### src/rtl/aes_pkg.sv
// Shared widths, FSM states, error codes and default command bytes for the AES block loader.
// Pure declarations: no latency, no backpressure.
package aes_pkg;

    localparam int AES_BLK_W     = 128;
    localparam int AES_BLK_BYTES = 16;

    typedef enum logic [1:0] {
        IDLE    = 2'd0,
        RX_KEY  = 2'd1,
        RX_TEXT = 2'd2,
        COMMIT  = 2'd3
    } loaderState_t;

    localparam logic [1:0] ERR_NONE    = 2'b00;
    localparam logic [1:0] ERR_BADCMD  = 2'b01;
    localparam logic [1:0] ERR_TIMEOUT = 2'b10;
    localparam logic [1:0] ERR_NOKEY   = 2'b11;

    localparam logic [7:0] DEF_CMD_KEY  = 8'h4B;
    localparam logic [7:0] DEF_CMD_TEXT = 8'h50;

endpackage

### src/rtl/aes_byte_shifter.sv
// 16-byte big-endian assembly register with byte counter; one byte per shiftEn, clr wins.
// Latency: data visible the cycle after the shift; no backpressure of its own.
module aes_byte_shifter
    import aes_pkg::*;
(
    input  logic                 clk,
    input  logic                 rst,
    input  logic                 clr,
    input  logic                 shiftEn,
    input  logic [7:0]           din,
    output logic [AES_BLK_W-1:0] data,
    output logic                 lastSlot,
    output logic                 full
);
    localparam int              CW       = $clog2(AES_BLK_BYTES);
    localparam logic [CW-1:0]   CNT_LAST = CW'(AES_BLK_BYTES - 1);

    logic [CW-1:0] byteCnt;

    // New bytes enter at the LSB end so the first byte lands in the top lane.
    always_ff @(posedge clk) begin
        if (rst || clr) begin
            data    <= '0;
            byteCnt <= '0;
            full    <= 1'b0;
        end else if (shiftEn) begin
            data    <= {data[AES_BLK_W-9:0], din};
            byteCnt <= byteCnt + 1'b1;
            if (byteCnt == CNT_LAST) begin
                full <= 1'b1;
            end
        end
    end

    assign lastSlot = (byteCnt == CNT_LAST);

endmodule

### src/rtl/aes_block_loader.sv
// Command-framed byte stream to held 128-bit key/plaintext buses; strobe two cycles after the 16th byte.
// oReady drops for the single COMMIT cycle only; partial frames abort after TIMEOUT idle cycles.
module aes_block_loader
    import aes_pkg::*;
#(
    parameter int         TIMEOUT  = 1000,
    parameter logic [7:0] CMD_KEY  = DEF_CMD_KEY,
    parameter logic [7:0] CMD_TEXT = DEF_CMD_TEXT
) (
    input  logic                 clk,
    input  logic                 rst,
    input  logic [7:0]           iData,
    input  logic                 iValid,
    output logic                 oReady,
    output logic [AES_BLK_W-1:0] oKey,
    output logic [AES_BLK_W-1:0] oPlaintext,
    output logic                 oKeyValid,
    output logic                 oStart,
    output logic                 oErr,
    output logic [1:0]           oErrCode
);
    localparam int            TW       = $clog2(TIMEOUT);
    localparam logic [TW-1:0] TMO_LAST = TW'(TIMEOUT - 1);

    loaderState_t            state, stateNext;
    logic [TW-1:0]           tmoCnt;
    logic                    keyLoaded;
    logic                    frameIsKey;
    logic                    accept;
    logic                    inRx;
    logic                    shClr;
    logic                    badCmd;
    logic                    tmoHit;
    logic [AES_BLK_W-1:0]    shData;
    logic                    shLast;
    logic                    shFull;

    assign accept = iValid && oReady;
    assign inRx   = (state == RX_KEY) || (state == RX_TEXT);

    always_comb begin
        stateNext = state;
        shClr     = 1'b0;
        badCmd    = 1'b0;
        tmoHit    = 1'b0;
        unique case (state)
            IDLE: begin
                if (accept) begin
                    if (iData == CMD_KEY) begin
                        stateNext = RX_KEY;
                        shClr     = 1'b1;
                    end else if (iData == CMD_TEXT) begin
                        stateNext = RX_TEXT;
                        shClr     = 1'b1;
                    end else begin
                        badCmd = 1'b1;
                    end
                end
            end
            RX_KEY, RX_TEXT: begin
                // An accepted byte always beats an expiring idle count.
                if (accept) begin
                    if (shLast) begin
                        stateNext = COMMIT;
                    end
                end else if (tmoCnt == TMO_LAST) begin
                    stateNext = IDLE;
                    shClr     = 1'b1;
                    tmoHit    = 1'b1;
                end
            end
            COMMIT:  stateNext = IDLE;
            default: stateNext = IDLE;
        endcase
    end

    aes_byte_shifter u_shifter (
        .clk      (clk),
        .rst      (rst),
        .clr      (shClr),
        .shiftEn  (accept && inRx),
        .din      (iData),
        .data     (shData),
        .lastSlot (shLast),
        .full     (shFull)
    );

    always_ff @(posedge clk) begin
        if (rst) begin
            state      <= IDLE;
            oReady     <= 1'b1;
            tmoCnt     <= '0;
            keyLoaded  <= 1'b0;
            frameIsKey <= 1'b0;
            oKey       <= '0;
            oPlaintext <= '0;
            oKeyValid  <= 1'b0;
            oStart     <= 1'b0;
            oErr       <= 1'b0;
            oErrCode   <= ERR_NONE;
        end else begin
            state     <= stateNext;
            oReady    <= (stateNext != COMMIT);
            oKeyValid <= 1'b0;
            oStart    <= 1'b0;
            oErr      <= 1'b0;

            if (inRx && (stateNext == state)) begin
                tmoCnt <= accept ? '0 : tmoCnt + 1'b1;
            end else begin
                tmoCnt <= '0;
            end

            if (state == IDLE && shClr) begin
                frameIsKey <= (stateNext == RX_KEY);
            end

            if (badCmd) begin
                oErr     <= 1'b1;
                oErrCode <= ERR_BADCMD;
            end
            if (tmoHit) begin
                oErr     <= 1'b1;
                oErrCode <= ERR_TIMEOUT;
            end

            if (state == COMMIT && shFull) begin
                if (frameIsKey) begin
                    oKey      <= shData;
                    keyLoaded <= 1'b1;
                    oKeyValid <= 1'b1;
                end else if (keyLoaded) begin
                    oPlaintext <= shData;
                    oStart     <= 1'b1;
                end else begin
                    oErr     <= 1'b1;
                    oErrCode <= ERR_NOKEY;
                end
            end
        end
    end

endmodule

### config.mk
export PLATFORM = sky130hd
export DESIGN_NAME = aes_block_loader
export DESIGN_NICKNAME = d
export VERILOG_FILES = /design/src/rtl/aes_pkg.sv /design/src/rtl/aes_byte_shifter.sv /design/src/rtl/aes_block_loader.sv
export SDC_FILE = /design/constraint.sdc
export NUM_CORES = 1
export LEC_CHECK = 0
export CAP_MARGIN = 5
export CORE_MARGIN = 3
export CORE_UTILIZATION = 54
export CTS_BUF_LIST = sky130_fd_sc_hd__clkbuf_8
export DETAILED_ROUTE_END_ITERATION = 8
export PLACE_DENSITY = 0.94
export SYNTH_ARGS = -nofsm -noshare
export SYNTH_HDL_FRONTEND = slang
export SYNTH_SLANG_ARGS = --single-unit
### constraint.sdc
create_clock -name clk -period 2.8 [get_ports clk]
set_input_delay 0.7 -clock clk [delete_from_list [all_inputs] [get_ports clk]]
set_output_delay 0.7 -clock clk [all_outputs]
set_load 0.005 [all_outputs]
==> impl_metrics.py <==
metrics = {
    "run_status": {
        "status": "finished, final reports clean",
    },
    "global_route": {
        "overflow": 0,
        "antenna_found_initial": 0,
        "grt_pass1_wl_mm": 65.7,
        "grt_pass1_vias": 12800,
        "grt_max_degree": 130,
        "grt_usage_pct": 27.7,
    },
    "pwr": {
        "intPower_mw": 8.77,
        "combinationalPowerShare_pct": 2.4,
        "power.switching_mw": 2.46,
        "leakagePower_nw": 6.13,
        "pwr_density_cell_nw_per_um2": 605,
        "swShare_pct": 21.9,
        "power.total_mw": 11.2,
        "pwr-share-clk_pct": 45.6,
        "seqPwrFrac_pct": 52.0,
        "ir_drop_uv": 407,
    },
    "route": {
        "viasPerCell": 5.56,
        "drt_wl_total_mm": 41.3,
        "drcViolationCount": 0,
        "drtAntennaViolNets": 0,
        "vias": 13400,
        "routedWlPerCell_um": 17.1,
        "dr.pass1.iters": 6,
        "drtIter0Drc": 1459,
    },
    "floorplanning": {
        "die_x_um": 168,
        "rows": 58,
        "coreArea_um2": 25500,
        "start_util_pct": 55.8,
        "dieArea_um2": 28400,
        "die-height_um": 168,
        "io_pins": 273,
    },
    "run": {
        "drv_cap": 0,
    },
    "placement": {
        "dp_hpwl_mm": 26.2,
        "post_dp_cell_area_um2": 17200,
        "port_buffers": 272,
        "dpl.cell_count": 2297,
        "dp_slack_ns": -0.0112,
        "globalplace.congestion": 0.909,
    },
    "sta": {
        "maxSlewHeadroom_pct": 38.5,
        "slew_violations": 0,
        "worst_pin_slew_ns": 0.923,
        "final.setup.worst_slack_ns": 0.464,
        "timing.setup.tns_ns": 0,
        "rsz0062_at_grt": "false",
        "fmax_mhz": 428,
        "setup_viol": 0,
        "finalCritPeriodShare_pct": 83.4,
        "min_period_ns": 2.34,
        "final_hold_viol_count": 0,
        "fin_skew_ns": 0.0249,
        "whs_ns": 0.429,
    },
    "yosys": {
        "synth_area_per_cell_um2": 7.89,
        "ys_types": 38,
        "synth_cells": 1805,
        "synth-seq-cells": 409,
        "synth_enable_flop_cells": 0,
        "seq_area_frac_synth_pct": 57.5,
        "synth_warnings": 0,
        "syn_nets": 1821,
        "async_flop_share_pct": 0,
        "syn_area_um2": 14200,
        "ys.flop_type": "dfxtp_1",
    },
    "cells_and_area": {
        "final_core_util_pct": 72.6,
        "diodes": 0,
        "drive_gt1_share_pct": 6.24,
        "final_cells": 2412,
        "fillers": 1745,
        "area_delta_synth_final_pct": 30.2,
        "nNetsFinal": 2046,
        "final_cell_area_um2": 18500,
    },
    "clocking": {
        "cts_setup_buffers": 0,
        "ctsHoldBuffers": 0,
        "htree_levels": 2,
        "cts.sinks": 409,
        "cts_root_buffer": "clkbuf_8",
        "cts_buffer_depth": 3,
        "cts_tree": "built",
        "clock_latency_ns": 0.58,
        "path_clk_slew_ns": 0.07,
        "cts.repair.resized": 0,
        "numCtsBuffers": 61,
    },
    "critical_path": {
        "crit_fanout": 70,
        "max_stage_delay_ns": 0.50,
        "crit_path_end_kind": "flip-flop",
        "critical_path_buf_inv_count": 2,
        "cpLargestDelayFamily": "compound AO/OA/AOI/OAI gates",
        "cp-start-kind": "flip-flop",
        "crit_slowest_cell": "ha_1",
        "crit_arrival_ns": 2.78,
        "worstPathCellList": "inv_1, ha_1, nand4_1, o31a_1, o21ai_4, buf_12, a21oi_1",
        "path_class": "flip-flop to flip-flop",
        "critPathRequiredTime_ns": 3.25,
    },
    "hold_path": {
        "hold_class": "input pin to flip-flop",
    },
}
## final timing paths
kind	from	endpoint	slack, ns	cells past startpoint
min reg2reg	oPlaintext[69]	oPlaintext[69]	0.45	2
max reg2reg	state[0]	u_shifter.data[86]	0.46	7
min	rst	oPlaintext[0]	0.43	2
max	state[0]	u_shifter.data[86]	0.46	7
## sequential cells by signal, indices dropped and copies added (netlist names)
signal and flops:
oPlaintext 128, u_shifter.byteCnt 4, keyLoaded 1, tmoCnt 10, oKey 128, state 2
u_shifter.full 1, frameIsKey 1, oReady 1, oStart 1, oKeyValid 1, oErrCode 2
u_shifter.data 128, oErr 1
## placed cells by master, fill, tap and decap left out, types with 2 or more instances in the layout
| cell type | netlist | final |
|---|---|---|
| a31o_2 | 3 | 3 |
| a21oi_1 | 389 | 389 |
| and3_4 | 0 | 2 |
| dfxtp_1 | 409 | 409 |
| a21boi_0 | 2 | 2 |
| and2_1 | 3 | 2 |
| inv_1 | 5 | 26 |
| nand3_1 | 10 | 8 |
| nor2_1 | 24 | 24 |
| nand2_1 | 779 | 778 |
| nand3_4 | 0 | 2 |
| buf_4 | 7 | 10 |
| buf_12 | 0 | 11 |
| bufinv_16 | 0 | 2 |
| o31ai_1 | 3 | 3 |
| or4b_2 | 2 | 2 |
| xnor2_1 | 5 | 5 |
| ha_1 | 5 | 5 |
| xor2_1 | 6 | 6 |
| clkbuf_8 | 0 | 86 |
| nand4_1 | 3 | 3 |
| clkdlybuf4s50_1 | 0 | 271 |
| clkinv_2 | 0 | 5 |
| o211ai_1 | 3 | 3 |
| and3_1 | 7 | 5 |
## power by group through the flow
stage | combinational (mW) | sequential, mW | clock [mW]
after global routing | 0.286 | 5.84 | 5.45
after global placement | 0.255 | 5.97 | 0
after floorplan | 0.177 | 5.96 | 0
after detailed placement | 0.260 | 5.97 | 0
after CTS | 0.261 | 5.84 | 5.17
final | 0.266 | 5.84 | 5.12
## cell usage after synthesis (2+ instances only)
cell type | number | share of area [%]
buf_1 | 9 | 0.24
nor2_1 | 24 | 0.63
or4b_2 | 2 | 0.14
a31o_2 | 3 | 0.18
o31ai_1 | 3 | 0.16
xnor2_1 | 5 | 0.31
a21oi_1 | 389 | 14
nand2_1 | 779 | 21
buf_4 | 7 | 0.37
nand4_1 | 3 | 0.13
dfxtp_1 | 409 | 57
clkbuf_1 | 107 | 2.8
o211ai_1 | 3 | 0.16
and2_1 | 3 | 0.13
buf_2 | 7 | 0.25
and3_1 | 7 | 0.31
ha_1 | 5 | 0.44
nand3_1 | 10 | 0.35
inv_1 | 5 | 0.13
xor2_1 | 6 | 0.37
a21boi_0 | 2 | 0.11
## area by class of cell
type	instances	area, um2	area share, %
flip-flops and latches	409	8190	44.1
inverters	5	18.8	0.101
well taps	330	413	2.23
clock inverters	30	180	0.971
repair buffers	293	3020	16.3
multi-input cells	1260	5560	30.0
clock buffers	85	1170	6.31
## kinds of logic (layout without fill, tap and decap cells)
group | after synthesis | in the layout | share of synthesized area [%]
flip-flops | 409 | 409 | 57.5
buffers and inverters | 136 | 413 | 3.88
AND/OR/NAND/NOR | 836 | 836 | 22.8
adder cells (fa/ha/maj) | 5 | 5 | 0.439
AO/OA/AOI/OAI | 408 | 408 | 14.7
XOR/XNOR | 11 | 11 | 0.676
## routing by layer
layer  global-route usage [%]  wire length, um
met1                     34.7            16200
met3                     7.56             4150
met5                        0                0
met2                     47.3            20100
met4                     7.79              916
## worst reg2reg max path: stages (launching register included)
cell,delay (ns)
dfxtp_1,0.47
inv_1,0.11
ha_1,0.50
nand4_1,0.26
o31a_1,0.21
o21ai_4,0.21
buf_12,0.31
a21oi_1,0.14
No activity file was read; power rests on OpenSTA's default activity.
